<file path="src/rtl/skinny_round_ctrl.sv">
// Round sequencer for the Skinny-128 datapath: accepts a block, runs NR rounds
// with the 6-bit round-constant LFSR, then holds the result on an output handshake.
module skinny_round_ctrl #(
  parameter int NR = 48,
  parameter int CW = 6
) (
  input  logic          clk,
  input  logic          rst,
  input  logic          in_valid,
  output logic          in_ready,
  output logic          out_valid,
  input  logic          out_ready,
  output logic          dp_load,
  output logic          dp_en,
  output logic          tk_step,
  output logic [5:0]    rc,
  output logic [CW-1:0] round_idx,
  output logic          last_round,
  output logic          busy
);

  typedef enum logic [1:0] {IDLE, RUN, DONE} state_t;

  localparam logic [CW-1:0] LAST_IDX = CW'(NR - 1);
  localparam logic [5:0]    RC_INIT  = 6'h01;

  state_t        state_reg, state_next;
  logic [CW-1:0] round_idx_reg, round_idx_next;
  logic [5:0]    rc_reg, rc_next;
  logic          out_valid_reg, out_valid_next;

  always_ff @(posedge clk) begin
    if (rst) begin
      state_reg     <= IDLE;
      round_idx_reg <= '0;
      rc_reg        <= RC_INIT;
      out_valid_reg <= 1'b0;
    end else begin
      state_reg     <= state_next;
      round_idx_reg <= round_idx_next;
      rc_reg        <= rc_next;
      out_valid_reg <= out_valid_next;
    end
  end

  always_comb begin
    state_next     = state_reg;
    round_idx_next = round_idx_reg;
    rc_next        = rc_reg;
    out_valid_next = out_valid_reg;
    in_ready       = 1'b0;
    dp_load        = 1'b0;
    dp_en          = 1'b0;
    last_round     = 1'b0;
    case (state_reg)
      IDLE: begin
        in_ready = 1'b1;
        if (in_valid) begin
          dp_load        = 1'b1;
          state_next     = RUN;
          round_idx_next = '0;
          rc_next        = RC_INIT;
        end
      end
      RUN: begin
        dp_en = 1'b1;
        // Counter and constant freeze on the final round so DONE still shows them.
        if (round_idx_reg == LAST_IDX) begin
          last_round     = 1'b1;
          state_next     = DONE;
          out_valid_next = 1'b1;
        end else begin
          round_idx_next = round_idx_reg + CW'(1);
          rc_next        = {rc_reg[4:0], rc_reg[5] ^ rc_reg[4] ^ 1'b1};
        end
      end
      DONE: begin
        if (out_ready) begin
          state_next     = IDLE;
          out_valid_next = 1'b0;
          round_idx_next = '0;
          rc_next        = RC_INIT;
        end
      end
      default: state_next = IDLE;
    endcase
  end

  assign tk_step   = dp_en;
  assign busy      = (state_reg != IDLE);
  assign out_valid = out_valid_reg;
  assign rc        = rc_reg;
  assign round_idx = round_idx_reg;

endmodule

</file>
<file path="config.mk">
export PLATFORM = sky130hd
export DESIGN_NAME = skinny_round_ctrl
export DESIGN_NICKNAME = d
export VERILOG_FILES = /design/src/rtl/skinny_round_ctrl.sv
export SDC_FILE = /design/constraint.sdc
export NUM_CORES = 1
export LEC_CHECK = 0
export CORE_MARGIN = 5
export CORE_UTILIZATION = 46
export CTS_BUF_LIST = sky130_fd_sc_hd__clkbuf_4 sky130_fd_sc_hd__clkbuf_8
export DETAILED_ROUTE_END_ITERATION = 7
export GPL_ROUTABILITY_DRIVEN = 0
export PLACE_DENSITY = 0.81
export SLEW_MARGIN = 15
export SYNTH_ARGS = -nofsm -noshare
export SYNTH_HDL_FRONTEND = slang
export SYNTH_SLANG_ARGS = --single-unit
</file>
<file path="constraint.sdc">
create_clock -name clk -period 1.8 [get_ports clk]
set_input_delay 0.36 -clock clk [delete_from_list [all_inputs] [get_ports clk]]
set_output_delay 0.36 -clock clk [all_outputs]
set_load 0.02 [all_outputs]
</file>
==> flow_summary.yaml <==
setup_path:
  cp_num_cells: 2
  cp-start-kind: "flip-flop"
  worstReg2RegStart: "state_reg[0]"
  crit_family: "buffers and inverters"
  r2r_end: "rc[0]"
  worstSetupPathType: "reg2out"
  crit_arrival_ps: 1380
  crit_chain: "buf_4, clkdlybuf4s50_1"
  cp-endpoint: "round_idx[2]"
  reg2reg_depth: 6
  startpoint: "round_idx[2]"
  endpoint_kind: "output pin"
  r2r_slack_ps: 190
  worstPathRequired_ps: 1440
  critPathMaxStageDelay_ps: 590
  slowest_stage: "clkdlybuf4s50_1"
  crit_buf_inv: 2
  cp_max_fo: 5
sta:
  slew_viol_final: 0
  setup_viol: 0
  rsz0062_at_grt: "yes"
  timing.fmax_mhz: 576
  worst_hold_slack_ps: 499
  finalCritPeriodShare: 0.965
  relSlewSlack: 0.738
  fin_crit_ps: 1740
  fin_ws_ps: 63.5
  finalClockSkew_ps: 4.84
  tightest_slew_ps: 383
  hold_violations: 0
synth:
  synth_seq_cells: 15
  syn_area_um2: 683
  avgSynthCellArea_um2: 8.76
  yosys_warnings: 0
  yosysSeqAreaShare: 0.440
  yosysTopAreaCell: "dfxtp_1"
  syn_inst: 78
  synth_area_leaders: "dfxtp_1 44%, nand2b_1 6.4%, a21oi_1 5.1%"
  synth.distinct_cells: 29
  synthDominantCellAreaShare: 0.440
  syn-num-nets: 83
cts:
  cts_made_buffers: 3
  cts_max_level: 1
  root_buffer: "clkbuf_4"
  clkSinkCount: 15
  cts_tree: "yes"
  path_clk_slew_ps: 90
  clock_path_buffers: 2
  clkLatencyLatePin_ps: 280
route:
  via_per_inst: 5.57
  wl_mm: 1.92
  first_iter_violations: 23
  drc: 0
  postRouteAntennaNets: 0
  wire_per_inst_um: 14.0
  first_pass_iters: 4
  via_count: 763
place:
  portBuffers: 22
  place_hpwl_mm: 1.35
  post-place-ws_ps: -134
min_path:
  min_path_type: "reg2reg"
  worstHoldStart: "out_valid"
job:
  maxCapViolations: 0
die:
  start_util: 0.470
  dieArea_mm2: 0.00236
  std_cell_rows: 14
  core-area_mm2: 0.00145
  die_w_um: 48.5
  io_pins: 23
  die_y_um: 48.5
run_status:
  status: "finished, final reports clean"
power_and_ir_drop:
  switching_share: 0.265
  sequentialPowerShare: 0.534
  ir_drop_v: 0.000368
  power.density_mw_per_mm2: 588
  intPower_mw: 0.473
  p_comb_frac: 0.169
  finalPower_mw: 0.643
  clkPwrFrac: 0.297
  netSwitchingPower_mw: 0.171
  p_leak_nw: 0.441
grt:
  grt_pass1_vias: 768
  grt_max_degree: 18
  grt_overflow: 0
  antenna_found_initial: 0
  grt_usage: 0.175
  grt_first_pass_wirelength_mm: 3.35
finish:
  syn2layout_area_growth_pct: 60.1
  n_fill_cell: 116
  drive_above_1_share: 0.306
  final_nets: 127
  antenna_cells: 0
  postLayoutCoreUtil: 0.752
[power groups by stage]
stage                     clock, mW  combinational [mW]  sequential [mW]
after global placement            0               0.111            0.351
after floorplan                   0              0.0492            0.358
after CTS                     0.203               0.108            0.343
after global routing          0.221               0.119            0.345
final                         0.191               0.109            0.343
after detailed placement          0               0.113            0.351
[how the worst min path moves through the flow]
stage	end	slack, ps	cells past startpoint
after floorplan	state_reg[0]	450	1
after global placement	out_valid	470	2
after detailed placement	out_valid	480	2
after CTS	out_valid	490	2
after global routing	rc[1]	520	2
final	out_valid	500	2
[Yosys cell counts]
cell type and count:
nor3_1 3, nand2_1 2, mux2_4 1, inv_2 2, xnor2_1 1, o211ai_1 2, and4_1 1, ha_1 1
clkbuf_1 1, a31oi_1 1, or4_1 2, a41oi_1 1, o21ai_0 4, nand2b_4 1, buf_4 1, or3_2 1
dfxtp_1 15, a2111oi_0 1, or3_1 1, nand2b_1 7, o32ai_1 2, o31a_1 1, nor2_1 6, nand3_1 3
o21ai_2 1, inv_1 5, a21oi_1 7, o22ai_1 3, and2_1 1
[metrics by stage]
stage	cell area (um^2)	instances	setup TNS [ps]
2_1_floorplan	684	78	0
3_3_place_gp	1040	131	-512
3_5_place_dp	1040	131	-587
4_1_cts	1070	136	0
5_1_grt	1090	137	-45.2
6_report	1090	137	0
[worst register-to-register path, stage by stage (launching register included)]
cell and delay, ps:
dfxtp_1 410, nand2b_1 120, inv_2 120, buf_4 160, o21ai_2 110, or4_1 480, o31a_1 110
[metal layers]
metal | global-route usage | share of wire
met5 | 0 | 0
met4 | 0.112 | 0.019
met3 | 0.0368 | 0.050
met2 | 0.296 | 0.53
met1 | 0.196 | 0.40
[cells in the final DEF (no fill, tap or decap), types with 2 or more instances in the layout]
master	netlist	routed
o211ai_1	2	2
nor3_1	3	3
nor2_1	6	5
clkdlybuf4s50_1	0	16
nand2b_1	7	7
dfxtp_2	0	2
inv_1	5	4
or4_1	2	2
clkbuf_4	0	3
inv_2	2	3
nand3_1	3	2
a21oi_1	7	7
o32ai_1	2	2
buf_4	1	20
dlygate4sd2_1	0	5
o22ai_1	3	3
o21ai_0	4	4
dfxtp_1	15	13
[kinds of logic (layout without fill, tap and decap cells)]
kind of cell    count (synthesis)  after routing  share of synthesized area
buf+inv                         9             52                     0.0550
mux                             1              1                     0.0220
flops                          15             15                      0.440
xor+xnor                        1              1                     0.0128
compound gates                 23             23                      0.216
fa+ha+maj                       1              1                     0.0183
simple gates                   28             28                      0.236
[timing repair]
action / CTS / global route
buffers inserted: 1 / 1
setup endpoints to repair: 6 / 1
hold buffers: 0 / 0
resized for setup: 11 / 6
pin swaps: 1 / 1
[final cells by class]
| class | instances | area, um^2 | area share |
|---|---|---|---|
| multi-input combinational | 54 | 363 | 0.332 |
| inverter | 7 | 26.3 | 0.0240 |
| sequential | 15 | 303 | 0.277 |
| tap | 16 | 20.0 | 0.0183 |
| clock inverter | 1 | 5.00 | 0.00458 |
| timing repair buffer | 41 | 354 | 0.324 |
| clock buffer | 3 | 22.5 | 0.0206 |
No activity file was read; power rests on OpenSTA's default activity.
